$ cat src/rtl/snake_pkg.sv
// Shared steering definitions: direction codes, the "no command" push value
// and the direction -> active-low one-hot encoder used by the head updater.
package snake_pkg;

  localparam logic [1:0] UP    = 2'd0;
  localparam logic [1:0] DOWN  = 2'd1;
  localparam logic [1:0] RIGHT = 2'd2;
  localparam logic [1:0] LEFT  = 2'd3;

  localparam logic [3:0] PUSH_NONE = 4'b1111;

  // Active-low one-hot: the selected direction's bit is 0, all others 1.
  function automatic logic [3:0] dir_to_push(input logic [1:0] dir);
    logic [3:0] vec;
    vec      = PUSH_NONE;
    vec[dir] = 1'b0;
    return vec;
  endfunction

endpackage

$ cat src/rtl/btn_debounce.sv
// One button: 2-FF synchronizer, stability counter and debounced level.
// The raw input is active-low, so synchronizer and stable flops reset to 1
// (released). press pulses for one cycle when the debounced level falls.
module btn_debounce #(
  parameter int DB_CYCLES = 500000
) (
  input  logic clk,
  input  logic rst,
  input  logic btn,
  output logic stable,
  output logic press
);

  localparam int CNT_W = $clog2(DB_CYCLES);
  localparam logic [CNT_W-1:0] CNT_LAST = CNT_W'(DB_CYCLES - 1);

  logic             sync_a;
  logic             sync_b;
  logic [CNT_W-1:0] cnt;

  // Bring the asynchronous button into the clock domain.
  always_ff @(posedge clk or posedge rst) begin
    if (rst) begin
      sync_a <= 1'b1;
      sync_b <= 1'b1;
    end else begin
      sync_a <= btn;
      sync_b <= sync_a;
    end
  end

  // Accept a level change only after it has persisted for DB_CYCLES cycles;
  // any return to the stable level restarts the count.
  always_ff @(posedge clk or posedge rst) begin
    if (rst) begin
      cnt    <= '0;
      stable <= 1'b1;
      press  <= 1'b0;
    end else begin
      press <= 1'b0;
      if (sync_b == stable) begin
        cnt <= '0;
      end else if (cnt == CNT_LAST) begin
        cnt    <= '0;
        stable <= sync_b;
        press  <= ~sync_b;
      end else begin
        cnt <= cnt + 1'b1;
      end
    end
  end

endmodule

$ cat src/rtl/dir_cmd_capture.sv
// Steering front end: debounces the four direction buttons, picks one press
// per cycle (UP > DOWN > RIGHT > LEFT) and holds it until a move tick
// consumes it. Define SNAKE_DIR_QUEUE_EN to hold up to two commands in a
// FIFO instead of a single last-press-wins register.
module dir_cmd_capture #(
  parameter int DB_CYCLES = 500000
) (
  input  logic       i_Clk,
  input  logic       i_Rst,
  input  logic [3:0] i_Btn,
  input  logic       i_Step,
  output logic [3:0] o_Push,
  output logic       o_Valid,
  output logic [3:0] o_Level
);

  import snake_pkg::*;

  logic [3:0] stable;
  logic [3:0] press;
  logic       ev_any;
  logic [1:0] ev_dir;

  for (genvar g = 0; g < 4; g++) begin : g_btn
    btn_debounce #(.DB_CYCLES(DB_CYCLES)) u_db (
      .clk   (i_Clk),
      .rst   (i_Rst),
      .btn   (i_Btn[g]),
      .stable(stable[g]),
      .press (press[g])
    );
  end

  assign o_Level = ~stable;

  // Fixed-priority pick when several presses land in the same cycle.
  always_comb begin
    ev_any = |press;
    ev_dir = LEFT;
    if (press[UP])         ev_dir = UP;
    else if (press[DOWN])  ev_dir = DOWN;
    else if (press[RIGHT]) ev_dir = RIGHT;
  end

  logic [3:0] push_q;
  logic [3:0] push_d;
  logic       valid_q;

`ifdef SNAKE_DIR_QUEUE_EN
  // push_q is the FIFO head and is kept at PUSH_NONE when empty, so o_Push
  // comes straight from a flop.
  logic [3:0] tail_q;
  logic [3:0] tail_d;
  logic [1:0] cnt_q;
  logic [1:0] cnt_d;

  // Pop first, then push; a push into a full FIFO replaces the tail.
  always_comb begin
    push_d = push_q;
    tail_d = tail_q;
    cnt_d  = cnt_q;
    if (i_Step && cnt_q != 2'd0) begin
      push_d = (cnt_q == 2'd2) ? tail_q : PUSH_NONE;
      tail_d = PUSH_NONE;
      cnt_d  = cnt_q - 2'd1;
    end
    if (ev_any) begin
      if (cnt_d == 2'd0) begin
        push_d = dir_to_push(ev_dir);
        cnt_d  = 2'd1;
      end else begin
        tail_d = dir_to_push(ev_dir);
        cnt_d  = 2'd2;
      end
    end
  end

  // FIFO storage.
  always_ff @(posedge i_Clk or posedge i_Rst) begin
    if (i_Rst) begin
      push_q  <= PUSH_NONE;
      tail_q  <= PUSH_NONE;
      cnt_q   <= 2'd0;
      valid_q <= 1'b0;
    end else begin
      push_q  <= push_d;
      tail_q  <= tail_d;
      cnt_q   <= cnt_d;
      valid_q <= (cnt_d != 2'd0);
    end
  end
`else
  // Newest press wins; a tick with no new press clears the entry.
  always_comb begin
    push_d = push_q;
    if (ev_any)      push_d = dir_to_push(ev_dir);
    else if (i_Step) push_d = PUSH_NONE;
  end

  // Single pending command register.
  always_ff @(posedge i_Clk or posedge i_Rst) begin
    if (i_Rst) begin
      push_q  <= PUSH_NONE;
      valid_q <= 1'b0;
    end else begin
      push_q  <= push_d;
      valid_q <= (push_d != PUSH_NONE);
    end
  end
`endif

  assign o_Push  = push_q;
  assign o_Valid = valid_q;

endmodule

$ cat config.mk
export PLATFORM = sky130hd
export DESIGN_NAME = dir_cmd_capture
export DESIGN_NICKNAME = d
export VERILOG_FILES = /design/src/rtl/snake_pkg.sv /design/src/rtl/btn_debounce.sv /design/src/rtl/dir_cmd_capture.sv
export SDC_FILE = /design/constraint.sdc
export NUM_CORES = 1
export LEC_CHECK = 0
export CAP_MARGIN = 40
export CORE_ASPECT_RATIO = 0.6
export CORE_MARGIN = 4
export CORE_UTILIZATION = 34
export DETAILED_ROUTE_END_ITERATION = 16
export SLEW_MARGIN = 20
export SYNTH_ARGS = -nofsm -noshare
export SYNTH_HDL_FRONTEND = slang
export SYNTH_SLANG_ARGS = --single-unit
$ cat constraint.sdc
create_clock -name i_Clk -period 5.1 [get_ports i_Clk]
set_input_delay 1.02 -clock i_Clk [delete_from_list [all_inputs] [get_ports i_Clk]]
set_output_delay 1.02 -clock i_Clk [all_outputs]
set_load 0.005 [all_outputs]
Yosys cells after proc, flatten, opt, wreduce, memory -nomap -nowiden
Index checks and enable logic that the tools add are counted.
- add/subtract/negate cells: 4
- equal/unequal tests: 9
- reduce and logical (&&, ||, !) cells: 6
- mux-type cells: 23
- order comparisons: 2
- bitwise operators: 10
- operators with widths (cell ; count):
    two-way mux 19 bit ; 8
    adder 19 x 1 -> 19 bit, second input constant ; 4
    equality test 19 bit, second input constant ; 4
    two-way mux 1 bit ; 10
    two-way mux 4 bit ; 2
    NOT 1 bit ; 8
    NOT 4 bit ; 2
    AND reduction 2 bit ; 4
    equality test 1 bit ; 4
    two-way mux 2 bit ; 2
    inequality test 4 bit, second input constant ; 1
    OR reduction 4 bit ; 1
    less-than comparator 2 x 3 -> 1 bit, second input constant ; 1
    demux 1 bit (select 2 bit) ; 1
    greater-or-equal comparator 2 x 1 -> 1 bit, second input constant ; 1
    logical AND 1 bit ; 1
- register bits after elaboration: 97
- output and inout port bits: 9
- input bits: 7
- word-level logic and storage cells: 76

Depth between registers and ports, before layout
Gate-level depths: netlist of run 1.
- word-level depth: 10
- depth in mapped cells: 7
- depth with buffers taken out: 5

Modules after synthesis
From an unflattened synthesis of run 1, not the netlist that was laid out.
- cell total of the unflattened synthesis: 455
- area total of the unflattened synthesis: 4852.2 um^2
- modules (own cells, without submodules) (module ; cells an instance ; times used ; area each (um^2) ; sequential area each (um^2)):
    btn_debounce ; 108 ; 4 ; 1157.4 ; 579.3
    dir_cmd_capture ; 23 ; 1 ; 222.7 ; 130.1

Worst setup path after synthesis of run 1
OpenSTA, ideal clock, no wires.
- path kind: reg-to-reg
- start: register g_btn[2].u_db.cnt[0]
- end: register g_btn[2].u_db.cnt[18]
- stages on the path, launching flop included: 6
- period minus slack after synthesis: 1869 ps
- buffers on the path: 0
- required time: 5021 ps
- path slack: 3231 ps
- arrival time: 1790 ps
- library setup time: 79 ps
- path through: dfrtp_1 -> ha_1 -> nand4_1 -> or3_2 -> or4_1 -> a21oi_1
- cells in the longest elaborated chain, start to end: 3
- elaborated cells between the ends (all ways): 4
- those cells by class: add/sub: 1; eq/ne: 1; mux: 2
- RTL lines (what ; RTL line ; RTL):
    start, declared ; btn_debounce.sv:19 ; logic [CNT_W-1:0] cnt;
    start signal, assigned ; btn_debounce.sv:48 ; cnt <= cnt + 1'b1;
    adder 19 x 1 -> 19 bit or equality test 19 bit (tied branches) ; btn_debounce.sv:48, btn_debounce.sv:43 ;
    two-way mux 19 bit * ; btn_debounce.sv:43 ; end else if (cnt == CNT_LAST) begin
    two-way mux 19 bit * ; btn_debounce.sv:41 ; if (sync_b == stable) begin
Every way passes the cells marked *; elsewhere a longest branch is shown, timed or not.
A chain may end at the register's enable or synchronous reset.

Worst setup path after layout of run 1
- start: register g_btn[0].u_db.stable
- end: output port o_Level[0]
- cells in the longest elaborated chain, start to end: 1
- RTL lines (what ; RTL line ; RTL):
    start, declared ; btn_debounce.sv:10 ; output logic stable,
    start signal, assigned ; btn_debounce.sv:45 ; stable <= sync_b;
    NOT 4 bit ; dir_cmd_capture.sv:34 ; assign o_Level = ~stable;
    end, declared ; dir_cmd_capture.sv:14 ; output logic [3:0] o_Level
No other way between the ends.

==> results of run 1 <==
==> area by class of cell <==
class                      count  area share, %
sequential                    97           47.2
timing repair buffer          17           3.57
multi-input combinational    322           38.6
clock buffer                  12           4.75
clock inverter                 4          0.676
inverter                      15           1.13
tap                          170           4.10
==> power by group <==
group | internal [mW] | switching [mW] | leakage (nW) | total [mW]
Combinational | 0.0164 | 0.0332 | 0.599 | 0.0496
Clock | 0.350 | 0.286 | 0.138 | 0.635
Sequential | 0.783 | 0.0105 | 1.29 | 0.794
==> sequential cells by signal (all words and copies together), names as in the netlist <==
register / flops
g_btn.u_db.sync_a: 4
o_Push: 4
g_btn.u_db.press: 4
g_btn.u_db.stable: 4
o_Valid: 1
g_btn.u_db.cnt: 76
g_btn.u_db.sync_b: 4
==> worst paths after layout <==
path | slack, ns | from | cells after the start | endpoint
max | 2.68 | g_btn[0].u_db.stable | 2 | o_Level[0]
max in group asynchronous | 3.12 | i_Rst | 4 | g_btn[3].u_db.sync_b
min in group asynchronous | 0.98 | i_Rst | 2 | g_btn[0].u_db.cnt[10]
min | 0.36 | g_btn[2].u_db.sync_a | 0 | g_btn[2].u_db.sync_b
min reg2reg | 0.36 | g_btn[2].u_db.sync_a | 0 | g_btn[2].u_db.sync_b
max reg2reg | 2.99 | g_btn[1].u_db.cnt[0] | 5 | g_btn[1].u_db.cnt[18]
==> critical path: cells and delay by family (launching register included) <==
family	cells	cell delay, ns
buffers and inverters	2	0.52
DFF	1	0.55
==> stage by stage <==
step	cell area, um2	hold slack, ns	cells	setup slack [ns]	utilization (%)
finish	5180	0.357	637	2.68	40.1
global route	5180	0.360	637	2.62	40.1
CTS	5180	0.359	637	2.66	40.1
detailed placement	4900	0.349	621	2.70	37.9
global placement	4860	0.347	620	2.53	37.6
floorplan	4520	0.345	443	1.57	-
==> layer usage <==
metal | vias to the layer above | GRT usage, % | part of all wire (%)
met2 | 63 | 16.6 | 41
met5 | - | 0 | 0
met4 | 0 | 3.00 | 0.83
met3 | 11 | 4.01 | 4.5
met1 | 1607 | 19.3 | 54
li1 | 1618 | - | -
==> synth_stat cells (2+ instances only) <==
| cell | number | area [um2] |
|---|---|---|
| and3_1 | 11 | 68.8 |
| o21ai_0 | 11 | 55.1 |
| o21ai_1 | 2 | 10.0 |
| or3_1 | 10 | 62.6 |
| nor3_1 | 13 | 65.1 |
| and4_1 | 5 | 43.8 |
| clkbuf_1 | 7 | 26.3 |
| nor4_1 | 14 | 87.6 |
| nand4_1 | 23 | 144 |
| xnor2_1 | 32 | 280 |
| and2_1 | 3 | 18.8 |
| o31ai_1 | 8 | 60.1 |
| or3_2 | 2 | 15.0 |
| nor4b_1 | 2 | 17.5 |
| nand3_1 | 25 | 125 |
| or2_2 | 4 | 25.0 |
| xor2_1 | 22 | 193 |
| nand2_1 | 22 | 82.6 |
| or4_1 | 9 | 67.6 |
| ha_1 | 4 | 50.1 |
| nor3b_1 | 2 | 15.0 |
| inv_1 | 15 | 56.3 |
| dfrtp_1 | 81 | 2030 |
| a21oi_1 | 20 | 100 |
| dfstp_2 | 16 | 420 |
| nor2_1 | 63 | 236 |
| mux2_2 | 4 | 45.0 |
| buf_2 | 2 | 10.0 |
==> cells by family (layout without fill, tap and decap cells) <==
family,Yosys count,after routing
buffers and inverters,24,48
AO/OA/AOI/OAI,44,44
adder cells (fa/ha/maj),4,4
XOR/XNOR,54,54
multiplexers,4,4
AND/OR/NAND/NOR,216,216
flip-flops,97,97
==> flow_summary.json, run 1 <==
{
  "regArea_um2": 2450,
  "insertion_delay_ns": 0.34,
  "required_ns": 4.08,
  "die_x_um": 157,
  "synth_edf_count": 0,
  "fillerInstances": 1252,
  "grt_pass1_wl_mm": 15.5,
  "critPathSlowestCell": "dfstp_2",
  "worst_setup_path_start_kind": "register",
  "grt-ovfl-total": 0,
  "diodes": 0,
  "viasPerCell": 5.18,
  "min_path_type": "reg2reg",
  "cp-end-kind": "output port",
  "start_util_pct": 35.0,
  "final_common_cell": "dfrtp_1",
  "port_buffers": 15,
  "yosys.area_share.adder_pct": 1.11,
  "multi_input_area_um2": 2000,
  "synthMuxAreaShare_pct": 0.996,
  "via_count": 3299,
  "io_pins": 16,
  "post-route-min-period_ns": 2.42,
  "cts_made_buffers": 9,
  "dp_hpwl_mm": 6.29,
  "postRouteWirelength_mm": 8.95,
  "postRouteAntennaNets": 0,
  "post_cts_buffers": 0,
  "cts_max_level": 3,
  "worstPathCellList": "inv_1, clkdlybuf4s50_1",
  "cts.path.max_buffers": 2,
  "grt_setup_unrepaired": "no",
  "area_growth_pct": 14.6,
  "cp_max_fo": 3,
  "synth.avg_cell_area_um2": 10.2,
  "ys_seq_area_share_pct": 54.1,
  "max_stage_delay_ns": 0.55,
  "fmax_mhz": 414,
  "worst_pin_slew_ns": 0.734,
  "grtUsageTotal_pct": 12.5,
  "synthArstFlopShare_pct": 100,
  "layout-drive-gt1-share_pct": 10.7,
  "nets": 473,
  "synth_nets": 454,
  "dr.pass1.iters": 4,
  "drv_slew": 0,
  "final_cell_mix": "dfrtp_1, nor2_1, xnor2_1",
  "holdBufCountCts": 0,
  "skew_ns": 0.00841,
  "die-area_um2": 15300,
  "ir_worst_vdd_mv": 0.163,
  "syn_area_um2": 4520,
  "total_leakage_power_nw": 2.03,
  "hold_viol_final": 0,
  "setup_viol": 0,
  "ys_ff_latch": 97,
  "synth_cell_types": 39,
  "drt-initial-drc-count": 194,
  "synth_top_flop_cell": "dfrtp_1",
  "die_y_um": 97.3,
  "worstPathArrival_ns": 1.40,
  "synth-compound-area-share_pct": 5.67,
  "powerDensity_nw_per_um2": 285,
  "cts.sinks": 97,
  "cts_root_buffer": "clkbuf_16",
  "finalSetupTns_ns": 0,
  "drv_cap": 0,
  "min_period_over_period_pct": 47.4,
  "fp-row-count": 32,
  "status": "finished, final reports clean",
  "drc": 0,
  "synth_xor_area_share_pct": 10.5,
  "power_mw": 1.48,
  "antenna_found_initial": 0,
  "slew_headroom_pct": 51.0,
  "netlist_instances": 443,
  "core_area_um2": 12900,
  "path_clk_slew_ns": 0.07,
  "wire_per_inst_um": 14.0,
  "synth_top_family_by_area": "simple AND/OR/NAND/NOR gates",
  "synthSimpleGateAreaFrac_pct": 25.6,
  "critPathKind": "reg2out",
  "grt_pass1_vias": 3135,
  "cts_tree": "yes",
  "grt_max_degree": 52,
  "post_cts_resized": 0,
  "synth.yosys.warnings": 0,
  "gp_congestion": 0.843
}
Note: power is estimated with default switching activity, not from simulation.
==> run 2, diff against run 1 <==
==> constraint.sdc (replaced) <==
create_clock -name i_Clk -period 2.55 [get_ports i_Clk]
set_input_delay 0.51 -clock i_Clk [delete_from_list [all_inputs] [get_ports i_Clk]]
set_output_delay 0.51 -clock i_Clk [all_outputs]
set_load 0.005 [all_outputs]
==> run 2 against run 1 <==
  * First-iteration DRC count up 13%
  * Non-clock buffer count up 3
  * Critical path depth grew 3
  * Combinational power is 100% higher
  * Global-route usage shrank 0.20 points
  * Critical endpoint is now g_btn[1].u_db.cnt[18]
  * Largest cell class unchanged
  * Largest power group unchanged
  * Highest routed layer unchanged
==> flow_summary.json, run 2 (synthesis results as in run 1) <==
{
  "grt_pass1_vias": 3042,
  "min_period_over_period_pct": 80.5,
  "start_util_pct": 35.0,
  "postRouteWirelength_mm": 8.89,
  "finalSetupTns_ns": 0,
  "slew_headroom_pct": 56.8,
  "fin_cells": 640,
  "dp_hpwl_mm": 6.13,
  "skew_ns": 0.00971,
  "hp-start": "g_btn[1].u_db.sync_a",
  "holdBufCountCts": 0,
  "largest_reg_flops": 76,
  "fin_hold_ws_ns": 0.356,
  "die_y_um": 97.3,
  "cts_root_buffer": "clkbuf_16",
  "design_area_um2": 5240,
  "final_common_cell": "dfrtp_1",
  "fmax_mhz": 487,
  "powerDensity_nw_per_um2": 614,
  "final_cell_mix": "dfrtp_1, nor2_1, xnor2_1",
  "layout-drive-gt1-share_pct": 10.9,
  "p_seq_share_pct": 49.3,
  "drv_slew": 0,
  "grt_setup_unrepaired": "no",
  "ir_worst_vdd_mv": 0.360,
  "post_cts_resized": 0,
  "area_growth_pct": 15.9,
  "startpoint": "g_btn[1].u_db.cnt[0]",
  "die_x_um": 157,
  "worst_pin_slew_ns": 0.648,
  "max_stage_delay_ns": 0.60,
  "post_cts_buffers": 0,
  "viasPerCell": 5.19,
  "drv_cap": 0,
  "top_register": "g_btn.u_db.cnt",
  "grt-ovfl-total": 0,
  "regArea_um2": 2450,
  "die-area_um2": 15300,
  "grt_max_degree": 98,
  "drt-initial-drc-count": 219,
  "worstPathArrival_ns": 2.33,
  "worstPathCellList": "ha_1, nand4_1, nor2_1, or4b_2, a21oi_1",
  "power.share.combinational_pct": 3.1,
  "power_mw": 3.22,
  "required_ns": 2.82,
  "critPathKind": "reg2reg",
  "wire_per_inst_um": 13.9,
  "io_pins": 16,
  "status": "finished, final reports clean",
  "netSwitchingFraction_pct": 20.4,
  "dpl_cell_area_um2": 4900,
  "insertion_delay_ns": 0.34,
  "worst_setup_path_start_kind": "register",
  "cts_made_buffers": 9,
  "core_area_um2": 12900,
  "p_int_mw": 2.56,
  "post-route-min-period_ns": 2.05,
  "cts_tree": "yes",
  "cts.sinks": 97,
  "multi_input_area_um2": 1980,
  "r2r-start": "g_btn[1].u_db.cnt[0]",
  "postRouteAntennaNets": 0,
  "cts_max_level": 3,
  "gp_congestion": 0.849,
  "path_clk_slew_ns": 0.07,
  "grt_pass1_wl_mm": 15.2,
  "fillerInstances": 1240,
  "total_leakage_power_nw": 2.06,
  "min_path_cells": 0,
  "cts.path.max_buffers": 2,
  "nets": 476,
  "hold_viol_final": 0,
  "drc": 0,
  "setup_viol": 0,
  "critPathSlowestCell": "or4b_2",
  "clkPwrFrac_pct": 47.6,
  "dr.pass1.iters": 4,
  "port_buffers": 15,
  "min_path_type": "reg2reg",
  "cp-end-kind": "register",
  "grtUsageTotal_pct": 12.3,
  "switchingPower_mw": 0.655,
  "via_count": 3320,
  "cp_max_fo": 9,
  "antenna_found_initial": 0,
  "fp-row-count": 32,
  "diodes": 0,
  "dp_cells": 624,
  "r2r_cells": 5
}
run 2: cell count changes in the layout (fill, tap and decap cells not counted), moves of 2 or more:
| cell | change |
|---|---|
| o21ai_2 | -2 |
| o21ai_1 | +2 |
| bufinv_16 | +3 |
| clkinv_4 | -2 |
| buf_4 | +3 |
run 2: metrics by stage:
stage               setup WS (ns)  util (%)
finish                      0.497      40.5
global route                0.370      40.5
CTS                         0.504      40.5
detailed placement          0.512      37.9
global placement            0.579      37.9
floorplan                   0.681         -
run 2: path summary, 6_finish.rpt:
| check | endpoint | slack, ns |
|---|---|---|
| max | g_btn[1].u_db.cnt[18] | 0.50 |
| min | g_btn[1].u_db.sync_b | 0.36 |
| max reg2reg | g_btn[1].u_db.cnt[18] | 0.50 |
| min reg2reg | g_btn[1].u_db.sync_b | 0.36 |
| max in group asynchronous | g_btn[2].u_db.sync_b | 1.49 |
| min in group asynchronous | g_btn[0].u_db.cnt[0] | 0.67 |
run 2: final cells by class:
cell class | count | area share [%]
repair buffers | 20 | 3.82
clock inverters | 5 | 1.98
multi-input cells | 322 | 37.8
flip-flops and latches | 97 | 46.7
clock buffers | 11 | 4.44
well taps | 170 | 4.06
inverters | 15 | 1.15
run 2: critical path, delay by kind of cell (launching register included):
family,cells,cell delay [ns]
compound gates,1,0.16
flops,1,0.39
simple gates,3,1.23
fa+ha+maj,1,0.22
run 2: routing by layer:
layer | up-vias | global-route usage (%) | part of all wire (%)
met2 | 67 | 16.1 | 41
met5 | - | 0 | 0
met4 | 0 | 3.47 | 0.97
met3 | 8 | 3.60 | 4.8
li1 | 1618 | - | -
met1 | 1627 | 19.2 | 53
run 2: power groups by stage:
stage,clock (mW),sequential [mW],combinational [mW]
global placement,0,1.61,0.101
CTS,1.58,1.59,0.104
floorplan,0,1.61,0.0646
detailed placement,0,1.61,0.103
finish,1.53,1.59,0.0996
global route,1.65,1.59,0.118
==> run 3, diff against run 2 <==
==> constraint.sdc (replaced) <==
create_clock -name i_Clk -period 2 [get_ports i_Clk]
set_input_delay 0.4 -clock i_Clk [delete_from_list [all_inputs] [get_ports i_Clk]]
set_output_delay 0.4 -clock i_Clk [all_outputs]
set_load 0.005 [all_outputs]
==> run 3 against run 2 <==
  * First-iteration DRC count is 17% higher
  * Sequential power is 27% higher
  * Final cell count is 2.3% higher
  * Cell area is 1.0% higher
  * Clock-buffer cell count is 1 lower
  * Highest routed layer unchanged
  * Hold slack worse by 0.0038 ns
  * Register-to-register slack worse by 0.38 ns
  * Clock skew is 0.00098 ns lower
  * Sequential share of layout area is 0.46 points lower
  * Maximum frequency is 8.9% higher
  * Via count is 0.69% lower
  * Utilization is 0.41 points higher
==> flow_summary.json, run 3 (synthesis results as in run 1) <==
{
  "status": "finished, final reports clean",
  "fillerInstances": 1253,
  "fmax_mhz": 531,
  "largest_reg_flops": 76,
  "viasPerCell": 5.03,
  "timing.final.ws_setup_ns": 0.115,
  "grtUsageTotal_pct": 12.9,
  "postRouteWirelength_mm": 9.22,
  "fp-row-count": 32,
  "postRouteAntennaNets": 0,
  "post-route-min-period_ns": 1.88,
  "insertion_delay_ns": 0.34,
  "start_util_pct": 35.0,
  "cts_root_buffer": "clkbuf_16",
  "cts_made_buffers": 9,
  "via_count": 3297,
  "io_pins": 16,
  "path_clk_slew_ns": 0.07,
  "worstPathArrival_ns": 2.15,
  "dr.pass1.iters": 4,
  "wire_per_inst_um": 14.1,
  "worst_setup_path_start_kind": "register",
  "hold_viol_final": 0,
  "gp_congestion": 0.847,
  "post-place-ws_ns": 0.0824,
  "dp_hpwl_mm": 6.52,
  "required_ns": 2.27,
  "cp-end-kind": "register",
  "grt_setup_unrepaired": "no",
  "drv_cap": 0,
  "final_common_cell": "dfrtp_1",
  "layout-drive-gt1-share_pct": 14.0,
  "cts_max_level": 3,
  "core_area_um2": 12900,
  "grt_pass1_vias": 3176,
  "grt_max_degree": 98,
  "min_period_over_period_pct": 94.2,
  "critPathKind": "reg2reg",
  "skew_ns": 0.00873,
  "total_leakage_power_nw": 2.10,
  "drv_slew": 0,
  "drt-initial-drc-count": 256,
  "worst_pin_slew_ns": 0.510,
  "finalSetupTns_ns": 0,
  "final_cell_mix": "dfrtp_1, nor2_1, xnor2_1",
  "cp_max_fo": 4,
  "antenna_found_initial": 0,
  "powerDensity_nw_per_um2": 710,
  "grt-ovfl-total": 0,
  "die-area_um2": 15300,
  "diodes": 0,
  "min_path_type": "reg2reg",
  "port_buffers": 15,
  "grt_pass1_wl_mm": 15.9,
  "die_x_um": 157,
  "top_register": "g_btn.u_db.cnt",
  "power_mw": 3.76,
  "setup_viol": 0,
  "ir_worst_vdd_mv": 0.344,
  "area_growth_pct": 17.0,
  "cts.sinks": 97,
  "cts.path.max_buffers": 2,
  "cts_tree": "yes",
  "slew_headroom_pct": 66.0,
  "die_y_um": 97.3,
  "drc": 0,
  "nets": 491
}
run 3: cell count changes in the layout (fill, tap and decap cells not counted):
cell,change
buf_4,+15
clkinv_4,+2
clkinv_2,+1
clkbuf_1,-1
or4_4,+1
or4_1,-1
clkinvlp_4,+1
bufinv_16,-3
run 3: path summary, 6_finish.rpt:
| check | from | end | slack, ns | depth (start not counted) |
|---|---|---|---|---|
| setup / recovery | g_btn[2].u_db.cnt[0] | g_btn[2].u_db.cnt[16] | 0.12 | 6 |
| hold / removal | g_btn[1].u_db.sync_a | g_btn[1].u_db.sync_b | 0.35 | 0 |
| setup reg to reg | g_btn[2].u_db.cnt[0] | g_btn[2].u_db.cnt[16] | 0.12 | 6 |
| hold reg to reg | g_btn[1].u_db.sync_a | g_btn[1].u_db.sync_b | 0.35 | 0 |
| max in group asynchronous | i_Rst | o_Push[2] | 1.05 | 3 |
| min in group asynchronous | i_Rst | g_btn[0].u_db.cnt[0] | 0.56 | 3 |
run 3: layer usage:
metal,track usage (%),routed length (um),vias up
li1,-,-,1657
met1,20.4,5010,1590
met2,16.6,3730,39
met3,4.01,354,11
met4,3.47,121,0
met5,0,0,-
run 3: metrics by stage:
stage                     utilization (%)  instances  hold WS [ns]  instance area (um2)
after global routing                 40.9        655         0.364                 5290
after global placement               38.7        638         0.347                 5010
after CTS                            40.8        654         0.362                 5280
after detailed placement             38.7        638         0.351                 5010
after floorplan                         -        443         0.345                 4530
final                                40.9        655         0.352                 5290
run 3: layout make-up:
class	instances	area (um2)	share of cell area (%)
Clock buffer	10	229	4.33
Clock inverter	6	43.8	0.827
Inverter	15	60.1	1.13
Multi-Input combinational cell	322	1990	37.5
Sequential cell	97	2450	46.2
Tap cell	170	213	4.02
Timing Repair Buffer	35	313	5.91
run 3: worst max-delay path, cell delays in order (launching register included):
cell,delay [ns]
dfrtp_1,0.38
ha_1,0.18
nand4_1,0.14
buf_4,0.18
or3_2,0.48
or3_1,0.33
a21oi_1,0.14
run 3: repair_timing:
action,4_1_cts,5_1_grt
hold buffers,0,0
setup endpoints to repair,0,2
gates resized for setup,0,1
setup buffers,0,1
run 3: where the power goes:
part / switching, mW / internal, mW / total, mW
clock network: 0.749 / 0.848 / 1.60
registers: 0.0267 / 2.00 / 2.02
logic: 0.0863 / 0.0487 / 0.135
total: 0.862 / 2.89 / 3.76
